**src/rtl/rv32i_lsu_ctrl.sv**
```systemverilog
// -----------------------------------------------------------------------------
// rv32i_lsu_ctrl
//
// Load/store unit controller for an RV32I core. It accepts one access request
// from the core, checks its alignment, and runs a single request/acknowledge
// transaction on a word-wide memory bus. Loads are lane-extracted and sign- or
// zero-extended. Bus stalls longer than TIMEOUT cycles finish with a bus fault.
//
// Parameters
//   TIMEOUT          max REQ cycles without bus_ack before faulting (1..255)
//
// Ports
//   clk              sole clock, rising edge
//   rst              synchronous active-high reset
//   start            one-cycle request from the core, sampled only in IDLE
//   mem_read         access is a load
//   mem_write        access is a store
//   mem_width        MEM_BYTE / MEM_HALF / MEM_WORD (other codes act as word)
//   mem_unsigned     zero-extend the load result when 1
//   addr             byte address
//   wdata            store data, right-aligned
//   busy             access in flight (REQ or RESP)
//   done             one-cycle completion pulse
//   rdata            extended load result, valid while done=1
//   fault_misaligned misaligned or contradictory access, valid while done=1
//   fault_bus        bus_ack timeout, valid while done=1
//   bus_req          memory request
//   bus_we           memory write strobe
//   bus_addr         word address (low two bits zero)
//   bus_be           byte enables
//   bus_wdata        store data replicated across lanes
//   bus_rdata        memory read data word
//   bus_ack          one-cycle completion from memory
// -----------------------------------------------------------------------------
module rv32i_lsu_ctrl #(
  parameter int unsigned TIMEOUT = 255
) (
  input  logic        clk,
  input  logic        rst,
  input  logic        start,
  input  logic        mem_read,
  input  logic        mem_write,
  input  logic [1:0]  mem_width,
  input  logic        mem_unsigned,
  input  logic [31:0] addr,
  input  logic [31:0] wdata,
  output logic        busy,
  output logic        done,
  output logic [31:0] rdata,
  output logic        fault_misaligned,
  output logic        fault_bus,
  output logic        bus_req,
  output logic        bus_we,
  output logic [31:0] bus_addr,
  output logic [3:0]  bus_be,
  output logic [31:0] bus_wdata,
  input  logic [31:0] bus_rdata,
  input  logic        bus_ack
);

  // Width encodings shared with the core decoder (funct3[1:0] of loads/stores).
  localparam logic [1:0] MEM_BYTE = 2'b00;
  localparam logic [1:0] MEM_HALF = 2'b01;
  localparam logic [1:0] MEM_WORD = 2'b10;

  // Value the wait counter holds during the last REQ cycle allowed.
  localparam logic [7:0] WAIT_LAST = 8'(TIMEOUT - 1);

  typedef enum logic [1:0] {
    S_IDLE,
    S_REQ,
    S_RESP
  } state_t;

  state_t      state_q, state_d;

  logic [31:0] addr_q;
  logic [31:0] wdata_q;
  logic [1:0]  width_q;
  logic        uns_q;
  logic        we_q;
  logic [7:0]  wait_q;
  logic [31:0] rdata_q;
  logic        fault_mis_q;
  logic        fault_bus_q;

  // ---------------------------------------------------------------------------
  // Request decode (only meaningful in IDLE)
  // ---------------------------------------------------------------------------
  logic [1:0] width_norm;
  logic       misaligned;
  logic       accept;
  logic       go_bus;
  logic       bad_access;

  assign width_norm = (mem_width == MEM_BYTE || mem_width == MEM_HALF) ? mem_width : MEM_WORD;
  assign misaligned = (width_norm == MEM_HALF && addr[0]) ||
                      (width_norm == MEM_WORD && addr[1:0] != 2'b00);
  assign accept     = start && (state_q == S_IDLE);
  // Exactly one of read/write and aligned: the only case that touches the bus.
  assign go_bus     = accept && (mem_read ^ mem_write) && !misaligned;
  // Read+write together is contradictory and reported like a misalignment.
  assign bad_access = (mem_read && mem_write) || ((mem_read || mem_write) && misaligned);

  logic wait_expired;
  assign wait_expired = (wait_q == WAIT_LAST);

  // ---------------------------------------------------------------------------
  // FSM
  // ---------------------------------------------------------------------------
  // NOTE: state and datapath registers use non-blocking assignments so every
  // flop samples the pre-edge values of the others, independent of block order.
  always_ff @(posedge clk) begin
    if (rst) state_q <= S_IDLE;
    else     state_q <= state_d;
  end

  // NOTE: every variable of a combinational block gets a default first so no
  // path through the case statement leaves it unassigned (which infers a latch).
  always_comb begin
    state_d = state_q;
    case (state_q)
      S_IDLE: if (accept) state_d = go_bus ? S_REQ : S_RESP;
      S_REQ:  if (bus_ack || wait_expired) state_d = S_RESP;
      S_RESP: state_d = S_IDLE;
      default: state_d = S_IDLE;
    endcase
  end

  // ---------------------------------------------------------------------------
  // Load lane extraction from the live bus word (captured on ack)
  // ---------------------------------------------------------------------------
  logic [7:0]  load_byte;
  logic [15:0] load_half;
  logic [31:0] load_val;

  always_comb begin
    load_byte = 8'h00;
    case (addr_q[1:0])
      2'd0: load_byte = bus_rdata[7:0];
      2'd1: load_byte = bus_rdata[15:8];
      2'd2: load_byte = bus_rdata[23:16];
      2'd3: load_byte = bus_rdata[31:24];
      default: load_byte = 8'h00;
    endcase
    load_half = addr_q[1] ? bus_rdata[31:16] : bus_rdata[15:0];
    case (width_q)
      MEM_BYTE: load_val = {{24{~uns_q & load_byte[7]}}, load_byte};
      MEM_HALF: load_val = {{16{~uns_q & load_half[15]}}, load_half};
      default:  load_val = bus_rdata;
    endcase
  end

  // ---------------------------------------------------------------------------
  // Datapath registers
  // ---------------------------------------------------------------------------
  always_ff @(posedge clk) begin
    if (rst) begin
      addr_q      <= '0;
      wdata_q     <= '0;
      width_q     <= MEM_BYTE;
      uns_q       <= 1'b0;
      we_q        <= 1'b0;
      wait_q      <= '0;
      rdata_q     <= '0;
      fault_mis_q <= 1'b0;
      fault_bus_q <= 1'b0;
    end else begin
      case (state_q)
        S_IDLE: begin
          if (accept) begin
            fault_mis_q <= bad_access;
            fault_bus_q <= 1'b0;
            rdata_q     <= '0;
            wait_q      <= '0;
            if (go_bus) begin
              addr_q  <= addr;
              wdata_q <= wdata;
              width_q <= width_norm;
              uns_q   <= mem_unsigned;
              we_q    <= mem_write;
            end
          end
        end
        S_REQ: begin
          // Ack is tested first so it wins over a simultaneous timeout.
          if (bus_ack) begin
            rdata_q <= we_q ? 32'h0 : load_val;
          end else begin
            wait_q <= wait_q + 8'd1;
            if (wait_expired) fault_bus_q <= 1'b1;
          end
        end
        S_RESP: begin
          rdata_q     <= '0;
          fault_mis_q <= 1'b0;
          fault_bus_q <= 1'b0;
        end
        default: ;
      endcase
    end
  end

  // ---------------------------------------------------------------------------
  // Outputs: bus fields are forced to zero outside REQ, results outside RESP.
  // ---------------------------------------------------------------------------
  logic [3:0]  be_raw;
  logic [31:0] wdata_rep;

  always_comb begin
    case (width_q)
      MEM_BYTE: begin
        be_raw    = 4'b0001 << addr_q[1:0];
        wdata_rep = {4{wdata_q[7:0]}};
      end
      MEM_HALF: begin
        be_raw    = 4'b0011 << addr_q[1:0];
        wdata_rep = {2{wdata_q[15:0]}};
      end
      default: begin
        be_raw    = 4'b1111;
        wdata_rep = wdata_q;
      end
    endcase
  end

  assign bus_req          = (state_q == S_REQ);
  assign bus_we           = bus_req & we_q;
  assign bus_addr         = bus_req ? {addr_q[31:2], 2'b00} : 32'h0;
  assign bus_be           = bus_req ? be_raw : 4'b0000;
  assign bus_wdata        = bus_req ? wdata_rep : 32'h0;

  assign done             = (state_q == S_RESP);
  assign busy             = (state_q != S_IDLE);
  assign rdata            = done ? rdata_q : 32'h0;
  assign fault_misaligned = done & fault_mis_q;
  assign fault_bus        = done & fault_bus_q;

endmodule

```
**config.mk**
```make
export PLATFORM = sky130hd
export DESIGN_NAME = rv32i_lsu_ctrl
export DESIGN_NICKNAME = d
export VERILOG_FILES = /design/src/rtl/rv32i_lsu_ctrl.sv
export SDC_FILE = /design/constraint.sdc
export NUM_CORES = 1
export LEC_CHECK = 0
export BUFFER_PORTS_ARGS = -buffer_cell sky130_fd_sc_hd__buf_4
export CORE_ASPECT_RATIO = 1.1
export CORE_MARGIN = 2
export CORE_UTILIZATION = 54
export CTS_CLUSTER_DIAMETER = 40
export DETAILED_ROUTE_END_ITERATION = 6
export PLACE_DENSITY_LB_ADDON = 0.08
export SYNTH_ARGS = -nofsm -noshare
export SYNTH_HDL_FRONTEND = slang
export SYNTH_SLANG_ARGS = --single-unit
```
**constraint.sdc**
```tcl
create_clock -name clk -period 5.05 [get_ports clk]
set_input_delay 0.2525 -clock clk [delete_from_list [all_inputs] [get_ports clk]]
set_output_delay 0.2525 -clock clk [all_outputs]
set_load 0.02 [all_outputs]
```
# ---- Word-level counts from Yosys, hierarchy flattened
# Cells that the tools add are included.
dict set report totals {
  elab_cells 90
  in_bits 105
  regBits 112
  output_inout_bits 106
}
dict set report op_classes {
  n_reduce_logical 28
  shift 2
  mux 27
  bitwise_logic 7
  n_eq_ne 15
  addsub 1
}
# op n
set ops {}
lappend ops {{$mux 32} 6}
lappend ops {{$pmux 32 s2} 2}
lappend ops {{$pmux 32 s3} 1}
lappend ops {{$pmux 8 s4} 1}
lappend ops {{$mux 16} 1}
lappend ops {{$mux 8} 2}
lappend ops {{$pmux 8 s2} 1}
lappend ops {{$eq 2x1->1 const B} 5}
lappend ops {{$reduce_and 3->1} 3}
lappend ops {{$add 8x1->8 const B} 1}
lappend ops {{$eq 2x2->1 const B} 4}
lappend ops {{$eq 8x8->1 const B} 1}
lappend ops {{$logic_not 2->1} 4}
lappend ops {{$mux 2} 4}
lappend ops {{$pmux 4 s2} 1}
lappend ops {{$reduce_bool 2->1} 4}
lappend ops {{$logic_and 1x1->1} 7}
lappend ops {{$ne 2x1->1 const B} 3}
lappend ops {{$and 1x1->1} 5}
lappend ops {{$logic_or 1x1->1} 5}
lappend ops {{$mux 1} 4}
lappend ops {{$mux 4} 1}
lappend ops {{$ne 2x2->1 const B} 2}
lappend ops {{$pmux 2 s2} 1}
lappend ops {{other kinds (10)} 11}

# ---- Logic depth before layout (Yosys ltp)
# Gate-level depths: netlist (run 1).
dict set report depth {
  ltp_word 11
  ltp_mapped 8
  ltp_nobuf 6
}

# ---- Worst setup path after synthesis (run 1)
# No wires, ideal clock.
dict set report synth_timing {
  path_type {register to output}
  from {register state_q[0]}
  to {output port bus_wdata[0]}
  required_ns 4.798
  path_slack_ns 3.252
  n_path_buf 3
  stages_incl_launch_ff 7
  arrival_time_ns 1.546
  cell_sequence {dfxtp_1 -> buf_2 -> nand2b_1 -> clkbuf_1 -> inv_1 -> clkbuf_1 -> and2_1}
}
dict set report synth_via {
  elab_chain_cells 2
}
# item line
set synth_lines {}
lappend synth_lines {{start, declared} 75} ;# state_t state_q, state_d;
lappend synth_lines {{start signal, assigned} 115} ;# else state_q <= state_d;
lappend synth_lines {{$eq 2x1->1} 227} ;# assign bus_req = (state_q == S_REQ);
lappend synth_lines {{net bus_req} 52} ;# output logic bus_req,
lappend synth_lines {{$mux 32} 231} ;# assign bus_wdata = bus_req ? wdata_rep : 32'h0;
lappend synth_lines {{end, declared} 56} ;# output logic [31:0] bus_wdata,
# The timed path passes the listed nets, and every way through them passes these cells.

# ---- Final worst setup path (run 1)
dict set report layout_timing {
  from {register state_q[1]}
  to {output port bus_be[1]}
}
dict set report layout_via {
  elab_chain_cells 2
}
# item line
set layout_lines {}
lappend layout_lines {{$eq 2x1->1} 227}
lappend layout_lines {{$mux 4} 230} ;# assign bus_be = bus_req ? be_raw : 4'b0000;
lappend layout_lines {{end, declared} 55} ;# output logic [3:0] bus_be,
# No other way between the ends.

==> Implementation_results.wiki, run 1 <==
{| class="wikitable"
! Metric !! Value
|-
| Final Wtd Congestion || 0.8985
|-
| Endpoints failing hold || 0
|-
| Top library cells by usage in the layout, fill and taps aside || buf_4, nand2_1, dfxtp_1
|-
| CP max FO || 43
|-
| Worst min-delay path class || in2reg
|-
| Clock root buffer || clkbuf_16
|-
| DP Area || 7174 um^2
|-
| Netlist Area Pre-Place || 5675 um^2
|-
| Overflow after GRT || 0
|-
| Arrival @ worst endpoint || 2.71 ns
|-
| Largest vdd supply drop || 0.1687 mV
|-
| Type of element capturing the critical path || output pin
|-
| Post-detailed-routing wire length || 15610 um
|-
| Met1 track demand over resource || 35.74%
|-
| Commonest non-fill, non-tap cell in the layout || buf_4
|-
| Global routing met2 resource utilization || 42.15%
|-
| Leak Pwr || 3.126 nW
|-
| Total negative setup slack || 0 ns
|-
| Vias after detailed routing || 5579
|-
| Final antenna-violating net count || 0
|-
| Relative slew margins || 30.32%
|-
| Starting utilization of the core area || 55.12%
|-
| Final period demand of the worst path || 2.964 ns
|-
| Quantity of I/O buffers inserted on ports || 208
|-
| Sw frac || 24.09%
|-
| Post-detailed-route via-to-cell ratio || 5.390
|-
| Maximum root-to-sink buffer count || 2
|-
| Horizontal die dimension || 101.7 um
|-
| Met3 track utilization from global routing || 5.022%
|-
| Sequential share of power || 48.4%
|-
| Vias in the first global route || 5215
|-
| Number of resized instances in the post-cts repair step || 0
|-
| Worst reg-to-reg setup slack || 2.58 ns
|-
| Gr busiest metal || met2
|-
| RSZ-0062 raised after global routing || no
|-
| Largest net degree at the start of global routing || 79
|-
| Number of search-and-repair iterations in the first detailed-routing pass || 4
|-
| Share of final-layout standard cells stronger than drive strength 1 || 27.69%
|-
| Finish-stage setup viols || 0
|-
| Cell Chain, Critical Path || nand2b_1 -> buf_4 -> inv_1 -> o21ai_0 -> nor2_1 -> buf_4
|-
| Post-route clock period utilization || 58.68%
|-
| Post-Route Skew || 0.005421 ns
|-
| Sequential cell area fraction in the yosys report || 39.51%
|-
| DP Wirelength || 10780 um
|-
| Antenna violations before repair || 0
|-
| Number of CTS-inserted buffers || 9
|-
| Run status || finished clean
|-
| Clock latency of the later-clocked register in the worst-skew pair || 0.34 ns
|-
| TritonCTS clock tree || done
|-
| Setup CP Type || reg2out
|-
| I/O pins || 211
|-
| Number of synthesized register bits || 112
|-
| Total of max-cap violations || 0
|-
| Area overhead of the layout relative to synthesis || 31.97%
|-
| Highest cell delay on the worst timing path || 0.78 ns
|-
| Number of diodes || 0
|-
| Logic pwr share || 12.2%
|-
| Critical path's slowest cell || inv_1
|-
| Number of pins with negative max-slew slack in the final report || 0
|-
| Transition time at the pin with the least slew margin || 1.040 ns
|-
| Ratio of total power to cell area || 257.4 nW/um^2
|-
| Startpoint types || flop
|-
| P_int || 1.464 mW
|-
| Achievable clock frequency || 337.4 MHz
|-
| Number of post-CTS setup repair buffers || 0
|-
| Most repeated library cell on the critical path || buf_4
|-
| Cell row count || 39
|-
| Mean area per synthesized cell || 7.850 um^2
|-
| H-tree levels || 3
|-
| Clock-pin slew of the registers on the worst-case setup and hold paths || 0.07 ns
|-
| Total Routing Usage GR || 27.15%
|-
| Net switching component of the power || 0.4644 mW
|-
| Yosys Warn Count || 0
|-
| Average wire per standard cell || 15.08 um
|-
| Floorplan die height || 111.5 um
|-
| Number of nets in the layout || 996
|-
| Core area || 10300 um^2
|-
| Die area || 11350 um^2
|-
| First-pass GRT wire length || 25080 um
|-
| Mapped Cells || 723
|-
| Worst endpoint required time || 4.80 ns
|-
| Portion of total power attributed to the clock network || 39.4%
|-
| Hold_buf cts || 0
|-
| Remaining DRCs || 0
|-
| Library cells used by synthesis || 48
|-
| Final Instance Area || 7490 um^2
|-
| Clk sinks || 112
|-
| Number of violations reported at the end of detailed-routing iteration 0 || 287
|}
stage by stage:
step	power (mW)	hold WS, ns	setup WS [ns]	instances	util (%)
after floorplan	1.082	0.3885	3.252	724	-
after global placement	1.179	0.4380	2.620	1019	69.68
after detailed placement	1.185	0.4411	2.486	1019	69.68
after CTS	1.938	0.1437	2.105	1035	72.74
after global routing	2.004	0.1402	1.804	1035	72.74
final	1.928	0.1496	2.086	1035	72.74
synthesized netlist by cell type (all sizes together):
cell type	instances	area (um^2)
nand2	171	641.9
dfxtp	112	2242
a21oi	92	464.2
and2	74	462.9
nor2	44	165.2
clkbuf	34	127.6
buf	27	160.2
mux2i	25	250.2
nand2b	18	120.1
a221o	16	160.2
inv	11	41.29
nor2b	10	62.56
mux2	9	101.4
nor3b	8	65.06
a32o	7	70.07
o2bb2ai	7	61.31
o31ai	7	52.55
xnor2	6	52.55
a2111oi	4	40.04
ha	4	50.05
nor4	4	55.05
o21ai	4	20.02
nand3	3	15.01
nand4	3	18.77
nor3	3	15.01
a211oi	2	15.01
a221oi	2	23.77
a22o	2	17.52
nand3b	2	15.01
or2	2	12.51
a211o	1	8.760
a22oi	1	7.510
a31oi	1	6.260
and4	1	8.760
conb	1	3.750
o21a	1	7.510
o21bai	1	7.510
o32ai	1	8.760
or3	1	6.260
or4	1	11.26
final timing paths:
kind | startpoint | endpoint | depth (start not counted)
hold reg to reg | addr_q[5]$_SDFFE_PP0P_ | addr_q[5]$_SDFFE_PP0P_ | 2
hold / removal | bus_rdata[30] | rdata_q[30]$_SDFFE_PP0P_ | 2
setup reg to reg | width_q[0]$_SDFFE_PP0P_ | rdata_q[6]$_SDFFE_PP0P_ | 4
setup / recovery | state_q[1]$_SDFFE_PP0P_ | bus_be[1] | 6
state kept, by name, summed over array words and instances, names as in the netlist:
name	flops
fault_bus_q	1
rdata_q	32
we_q	1
wait_q	8
state_q	2
fault_mis_q	1
wdata_q	32
width_q	2
addr_q	32
uns_q	1
layer usage:
metal | vias to the layer above | share of wire, %
li1 | 2745 | -
met1 | 2545 | 41
met2 | 244 | 48
met3 | 45 | 7.6
met4 | 0 | 3.6
met5 | - | 0
critical path, delay by kind of cell (launching register included):
family,cells,cell delay (ns)
simple gates,2,0.41
flops,1,0.49
buf+inv,3,1.17
compound gates,1,0.28
logic make-up (layout without fill, tap and decap cells):
| logic type | Yosys count | after routing | synth area share [%] |
|---|---|---|---|
| and+or+nand+nor | 345 | 345 | 29.52 |
| xor gates and xnor gates | 6 | 6 | 0.9259 |
| adders and majority gates | 4 | 4 | 0.8819 |
| other | 1 | 2 | 0.06607 |
| muxes | 34 | 34 | 6.195 |
| AOI/OAI and AO/OA | 149 | 149 | 17.11 |
| DFF | 112 | 112 | 39.51 |
| buffers and inverters | 72 | 240 | 5.798 |
final cells by class:
class,instances,area (um^2)
clock buffers,13,250.2
clock inverters,3,65.06
fillers,832,2806
inverters,11,41.29
multi-input cells,540,3112
flip-flops and latches,112,2243
well taps,143,178.9
repair buffers,213,1599
power groups by stage:
stage               sequential [mW]  combinational, mW  clock (mW)
CTS                           0.933              0.234       0.771
global placement              0.952              0.227           0
global route                  0.937              0.259       0.809
finish                        0.933              0.235       0.761
floorplan                     0.939              0.142           0
detailed placement            0.953              0.232           0
No activity file was read; power rests on OpenSTA's default activity.
==> inputs of run 2 (changes only) <==
--- a/config.mk
+++ b/config.mk
@@ -5,10 +5,11 @@
 export SDC_FILE = /design/constraint.sdc
 export NUM_CORES = 1
 export LEC_CHECK = 0
+export ABC_AREA = 1
 export BUFFER_PORTS_ARGS = -buffer_cell sky130_fd_sc_hd__buf_4
 export CORE_ASPECT_RATIO = 1.1
 export CORE_MARGIN = 2
-export CORE_UTILIZATION = 54
+export CORE_UTILIZATION = 50
 export CTS_CLUSTER_DIAMETER = 40
 export DETAILED_ROUTE_END_ITERATION = 6
 export PLACE_DENSITY_LB_ADDON = 0.08
==> constraint.sdc (replaced) <==
create_clock -name clk -period 2.85 [get_ports clk]
set_input_delay 0.1425 -clock clk [delete_from_list [all_inputs] [get_ports clk]]
set_output_delay 0.1425 -clock clk [all_outputs]
set_load 0.02 [all_outputs]
==> run 2 against run 1 <==
Net effect:
- non-clock buffer count up 4
- synthesized cell count up 20%
- sequential power up 81%
- area after synthesis down 0.29%
- combinational power rose to 2.7 times the previous value
- critical path depth down 1
- critical endpoint is now bus_wdata[24]
- largest cell class unchanged
==> Implementation_results.wiki, run 2 <==
{| class="wikitable"
! Metric !! Value
|-
| Mean area per synthesized cell || 6.512 um^2
|-
| Finish-stage setup viols || 0
|-
| Worst min-delay path class || in2reg
|-
| Clock root buffer || clkbuf_16
|-
| Top-area cell type share of the netlist area || 39.62%
|-
| Registers with the most flip-flops || addr_q (32), rdata_q (32), wdata_q (32)
|-
| Remaining DRCs || 0
|-
| Clock-pin slew of the registers on the worst-case setup and hold paths || 0.07 ns
|-
| Number of nets in the layout || 1152
|-
| Sequential cell area fraction in the yosys report || 39.62%
|-
| Met3 track utilization from global routing || 5.512%
|-
| Netlist Area Pre-Place || 5659 um^2
|-
| Critical path launch point || width_q[1]$_SDFFE_PP0P_
|-
| Transition time at the pin with the least slew margin || 0.6120 ns
|-
| Final Wtd Congestion || 0.9149
|-
| I/O pins || 211
|-
| Share of final-layout standard cells stronger than drive strength 1 || 24.33%
|-
| Gr busiest metal || met2
|-
| Arrival @ worst endpoint || 2.27 ns
|-
| Global routing met2 resource utilization || 48.69%
|-
| Ratio of total power to cell area || 496.9 nW/um^2
|-
| Ys async rst share || 0%
|-
| Area of combinational cells with multiple inputs || 2693 um^2
|-
| Ranking of synthesized cells by instance count || nor2_1, nand2_1, dfxtp_1
|-
| Filler cell count || 1016
|-
| CP max FO || 25
|-
| Final antenna-violating net count || 0
|-
| Maximum root-to-sink buffer count || 2
|-
| Share of the core filled with cells || 68.49%
|-
| Min-delay src || wdata[10]
|-
| RSZ-0062 raised after global routing || no
|-
| Cell row count || 40
|-
| Number of pins with negative max-slew slack in the final report || 0
|-
| First-pass GRT wire length || 26750 um
|-
| Hold_buf cts || 0
|-
| Largest net degree at the start of global routing || 72
|-
| Synth area leaders || dfxtp_1, nor2_1, a21oi_1, nand2_1, inv_1
|-
| Antenna violations before repair || 0
|-
| DP Worst Slack || 0.7774 ns
|-
| H-tree levels || 3
|-
| Number of flops mapped to enable cells by yosys || 0
|-
| Crit path setup slack, layout || 0.4386 ns
|-
| Mapped Cells || 869
|-
| Number of violations reported at the end of detailed-routing iteration 0 || 375
|-
| Commonest non-fill, non-tap cell in the layout || buf_4
|-
| Library cells used by synthesis || 32
|-
| Die area || 12190 um^2
|-
| Post-synthesis cell type with the largest combined area || dfxtp_1
|-
| Largest vdd supply drop || 0.3178 mV
|-
| Number of synthesized register bits || 112
|-
| Horizontal die dimension || 105.4 um
|-
| Dominant cell by count in the synthesized netlist || nor2_1
|-
| Post-detailed-route via-to-cell ratio || 5.032
|-
| Relative slew margins || 59.20%
|-
| Vias after detailed routing || 6013
|-
| Endpoints failing hold || 0
|-
| Number of post-CTS setup repair buffers || 0
|-
| FF/Latch Area || 2242 um^2
|-
| Area overhead of the layout relative to synthesis || 32.66%
|-
| Startpoint types || flop
|-
| Floorplan die height || 115.6 um
|-
| Total negative setup slack || 0 ns
|-
| Critical register-to-register path startpoint || width_q[1]$_SDFFE_PP0P_
|-
| Starting utilization of the core area || 51.63%
|-
| Total Routing Usage GR || 27.24%
|-
| Number of resized instances in the post-cts repair step || 0
|-
| Post-route clock period utilization || 84.61%
|-
| Overflow after GRT || 0
|-
| Clk sinks || 112
|-
| Quantity of I/O buffers inserted on ports || 208
|-
| Most used flip-flop cell after synthesis || dfxtp_1
|-
| Achievable clock frequency || 414.7 MHz
|-
| Number of search-and-repair iterations in the first detailed-routing pass || 5
|-
| Type of element capturing the critical path || output pin
|-
| Vias in the first global route || 5549
|-
| Setup CP Type || reg2out
|-
| Post-detailed-routing wire length || 17080 um
|-
| Average wire per standard cell || 14.30 um
|-
| Number of CTS-inserted buffers || 9
|-
| Worst endpoint required time || 2.71 ns
|-
| Total of max-cap violations || 0
|-
| TritonCTS clock tree || done
|-
| Number of diodes || 0
|-
| Yosys Warn Count || 0
|-
| Clock latency of the later-clocked register in the worst-skew pair || 0.35 ns
|-
| Top library cells by usage in the layout, fill and taps aside || buf_4, nor2_1, nand2_1
|-
| Run status || finished clean
|-
| DP Wirelength || 12300 um
|-
| Leak Pwr || 3.257 nW
|-
| Met1 track demand over resource || 32.23%
|-
| Post-Route Skew || 0.008101 ns
|-
| Final period demand of the worst path || 2.411 ns
|-
| Core area || 10960 um^2
|}
==> run 2: cell types whose count changed after synthesis, sizes merged, moves of 12 or more <==
cell	previous run	this run
a221o	16	0
mux2i	25	0
and2	74	0
nor2	44	204
nand2b	18	0
nand2	171	118
o22ai	0	19
nand3	3	23
a21oi	92	104
inv	11	110
o21ai	4	97
==> run 2: kinds of logic after synthesis <==
| kind of cell | after synthesis | synth area share [%] |
|---|---|---|
| buffers and inverters | 166 | 12.87 |
| flip-flops | 112 | 39.62 |
| AO/OA/AOI/OAI | 225 | 20.67 |
| other | 1 | 0.06626 |
| AND/OR/NAND/NOR | 361 | 25.89 |
| adder cells (fa/ha/maj) | 4 | 0.8844 |
==> run 2: worst max-delay path: stages, from the launching register on <==
cell	delay [ns]
dfxtp_1	0.42
inv_2	0.36
nand2_1	0.38
o21ai_0	0.49
nor2_1	0.10
buf_4	0.17
==> run 2: cell type report <==
type / count / area share [%]
clock inverter: 6 / 1.217
timing repair buffer: 217 / 21.87
inverter: 111 / 5.550
tap: 147 / 2.450
clock buffer: 10 / 3.183
sequential: 112 / 29.87
multi-input combinational: 592 / 35.87
==> run 2: stage by stage <==
stage                     total power, mW  hold WS, ns  cell area, um^2  cells
after global routing                3.880      0.03413             7507   1195
after CTS                           3.736      0.02230             7507   1195
final                               3.731      0.02017             7507   1195
after global placement              2.348       0.3793             7177   1179
after detailed placement            2.355       0.3840             7177   1179
after floorplan                     2.128       0.2878             5663    870
==> run 2: final timing paths <==
check                                  end  slack [ns]  cells after the start
setup / recovery             bus_wdata[24]        0.44                      5
setup reg to reg  rdata_q[20]$_SDFFE_PP0P_        0.76                      7
hold reg to reg    addr_q[17]$_SDFFE_PP0P_        0.45                      2
hold / removal    wdata_q[10]$_SDFFE_PP0P_        0.02                      3
==> run 2: per-layer routing <==
| layer | routed length [um] | vias up |
|---|---|---|
| li1 | - | 3096 |
| met1 | 7028 | 2672 |
| met2 | 8471 | 217 |
| met3 | 1171 | 28 |
| met4 | 412 | 0 |
| met5 | 0 | - |
==> run 2: power by group <==
group	total (mW)	switching, mW	leakage, nW	internal [mW]
logic	0.637	0.393	2.19	0.244
clock network	1.41	0.606	0.157	0.800
registers	1.69	0.0440	0.911	1.64
==> inputs of run 3 (changes only) <==
--- a/config.mk
+++ b/config.mk
@@ -5,11 +5,11 @@
 export SDC_FILE = /design/constraint.sdc
 export NUM_CORES = 1
 export LEC_CHECK = 0
-export ABC_AREA = 1
+export ABC_AREA = 0
 export BUFFER_PORTS_ARGS = -buffer_cell sky130_fd_sc_hd__buf_4
 export CORE_ASPECT_RATIO = 1.1
 export CORE_MARGIN = 2
-export CORE_UTILIZATION = 50
+export CORE_UTILIZATION = 45
 export CTS_CLUSTER_DIAMETER = 40
 export DETAILED_ROUTE_END_ITERATION = 6
 export PLACE_DENSITY_LB_ADDON = 0.08
==> constraint.sdc (replaced) <==
create_clock -name clk -period 2.2 [get_ports clk]
set_input_delay 0.11 -clock clk [delete_from_list [all_inputs] [get_ports clk]]
set_output_delay 0.11 -clock clk [all_outputs]
set_load 0.02 [all_outputs]
==> run 3 against run 2 <==
Net effect:
- power grew 23%
- non-clock buffer count grew 56
- via count shrank 3.7%
- global-route usage shrank 2.7 points
- design area grew 8.1%
- largest cell class unchanged
==> Implementation_results.wiki, run 3 (synthesis gave the netlist of run 1 again) <==
{| class="wikitable"
! Metric !! Value
|-
| Registers with the most flip-flops || addr_q (32), rdata_q (32), wdata_q (32)
|-
| Post-detailed-routing wire length || 16910 um
|-
| I/O pins || 211
|-
| Number of post-CTS setup repair buffers || 0
|-
| Number of nets in the layout || 1056
|-
| Area overhead of the layout relative to synthesis || 43.03%
|-
| Number of diodes || 0
|-
| Worst flop-to-flop path endpoint || rdata_q[10]$_SDFFE_PP0P_
|-
| Met3 track utilization from global routing || 5.721%
|-
| Startpoint types || flop
|-
| Cell row count || 43
|-
| Starting utilization of the core area || 45.47%
|-
| Top library cells by usage in the layout, fill and taps aside || buf_4, nand2_1, dfxtp_1
|-
| Final period demand of the worst path || 2.052 ns
|-
| Average wire per standard cell || 15.25 um
|-
| Post-detailed-route via-to-cell ratio || 5.222
|-
| Overflow after GRT || 0
|-
| Arrival @ worst endpoint || 1.94 ns
|-
| Largest vdd supply drop || 0.4053 mV
|-
| Clock-pin slew of the registers on the worst-case setup and hold paths || 0.07 ns
|-
| Floorplan die height || 121.8 um
|-
| Final Wtd Congestion || 0.8518
|-
| Total negative setup slack || 0 ns
|-
| Commonest non-fill, non-tap cell in the layout || buf_4
|-
| Critical path's slowest cell || dfxtp_1
|-
| Remaining DRCs || 0
|-
| Share of final-layout standard cells stronger than drive strength 1 || 27.94%
|-
| Setup CP Type || reg2out
|-
| Worst endpoint required time || 2.09 ns
|-
| Endpoints failing hold || 0
|-
| H-tree levels || 3
|-
| Met1 track demand over resource || 30.57%
|-
| First-pass GRT wire length || 27110 um
|-
| Vias in the first global route || 5549
|-
| Antenna violations before repair || 0
|-
| Achievable clock frequency || 487.3 MHz
|-
| Leak Pwr || 3.390 nW
|-
| Worst reg-to-reg setup slack || 0.29 ns
|-
| Quantity of I/O buffers inserted on ports || 208
|-
| Critical register-to-register path startpoint || addr_q[1]$_SDFFE_PP0P_
|-
| Post-Route Skew || 0.003369 ns
|-
| Total power || 4.582 mW
|-
| Hold-critical path depth || 3
|-
| Number of violations reported at the end of detailed-routing iteration 0 || 297
|-
| TritonCTS clock tree || done
|-
| Core area || 12480 um^2
|-
| Run status || finished clean
|-
| Highest cell delay on the worst timing path || 0.52 ns
|-
| Post-route clock period utilization || 93.29%
|-
| Horizontal die dimension || 111.1 um
|-
| Die area || 13530 um^2
|-
| Number of search-and-repair iterations in the first detailed-routing pass || 5
|-
| Hold_ws || 0.002575 ns
|-
| Global routing met2 resource utilization || 41.68%
|-
| DP Wirelength || 11720 um
|-
| Number of CTS-inserted buffers || 9
|-
| Worst min-delay path class || in2reg
|-
| Clock root buffer || clkbuf_16
|-
| Cell type group with the largest total delay on the critical path || buffers and inverters
|-
| Transition time at the pin with the least slew margin || 0.6073 ns
|-
| Endpoint of the worst hold-timing path || addr_q[29]$_SDFFE_PP0P_
|-
| Vias after detailed routing || 5791
|-
| Maximum root-to-sink buffer count || 2
|-
| Relative slew margins || 59.36%
|-
| CP max FO || 32
|-
| Buf/Inv on CP || 3
|-
| Finish-stage setup viols || 0
|-
| Clk sinks || 112
|-
| Cell depth of the worst flop-to-flop path || 4
|-
| Gr busiest metal || met2
|-
| Number of pins with negative max-slew slack in the final report || 0
|-
| RSZ-0062 raised after global routing || no
|-
| Cell Chain, Critical Path || nand2b_1 -> clkinvlp_4 -> buf_12 -> and2_1 -> buf_4
|-
| Largest net degree at the start of global routing || 49
|-
| Ratio of total power to cell area || 564.5 nW/um^2
|-
| Total Routing Usage GR || 24.49%
|-
| Clock latency of the later-clocked register in the worst-skew pair || 0.36 ns
|-
| Total of max-cap violations || 0
|-
| Min-delay src || addr[29]
|-
| Final antenna-violating net count || 0
|-
| Type of element capturing the critical path || output pin
|}
==> run 3: area by class of cell <==
| type | instances | area [um^2] |
|---|---|---|
| Fill cell | 1111 | 4364 |
| Multi-Input combinational cell | 540 | 3112 |
| Tap cell | 157 | 196.4 |
| Sequential cell | 112 | 2245 |
| Clock buffer | 10 | 239.0 |
| Timing Repair Buffer | 273 | 2190 |
| Inverter | 11 | 45.04 |
| Clock inverter | 6 | 91.34 |
==> run 3: metrics by stage <==
stage / cell area (um^2) / worst slack [ns] / util (%) / cells
global route: 8118 / 0.0002554 / 65.04 / 1109
CTS: 8113 / 0.1465 / 65.00 / 1109
detailed placement: 7322 / 0.3086 / 58.66 / 1047
floorplan: 5679 / 0.5444 / - / 724
finish: 8118 / 0.1477 / 65.04 / 1109
global placement: 7322 / 0.3225 / 58.66 / 1047
==> run 3: worst min-delay path, stage by stage <==
cell     delay [ns]
buf_4          0.10
nand2_1        0.05
a21oi_1        0.05
==> run 3: worst max-delay path by stage <==
stage / slack (ns) / startpoint / depth (start not counted) / endpoint
after floorplan: 0.54 / state_q[0]$_SDFFE_PP0P_ / 6 / bus_wdata[0]
after global placement: 0.32 / addr_q[1]$_SDFFE_PP0P_ / 4 / rdata_q[14]$_SDFFE_PP0P_
after detailed placement: 0.31 / addr_q[1]$_SDFFE_PP0P_ / 4 / rdata_q[13]$_SDFFE_PP0P_
after CTS: 0.15 / state_q[0]$_SDFFE_PP0P_ / 5 / bus_be[3]
after global routing: 0.0003 / state_q[1]$_SDFFE_PP0P_ / 5 / bus_addr[6]
final: 0.15 / state_q[1]$_SDFFE_PP0P_ / 5 / bus_addr[9]
==> run 3: report_power, final <==
group | internal (mW) | switching (mW) | leakage, nW | total [mW]
Combinational | 0.315 | 0.320 | 2.33 | 0.635
Sequential | 2.08 | 0.0489 | 0.907 | 2.13
Clock | 1.04 | 0.779 | 0.157 | 1.81
Total | 3.43 | 1.15 | 3.39 | 4.58
==> run 3: what timing repair did <==
| action | in CTS | in global routing |
|---|---|---|
| hold buffers | 46 | 0 |
| hold endpoints to repair | 46 | 0 |
| endpoints found under the setup margin | 0 | 2 |
| resized for setup | 0 | 2 |
==> run 3: routing by layer <==
metal  share of wire [%]  up-vias
met5                   0        -
met3                 7.0       20
met1                  42     2708
met2                  49      193
li1                    -     2870
met4                 2.0        0
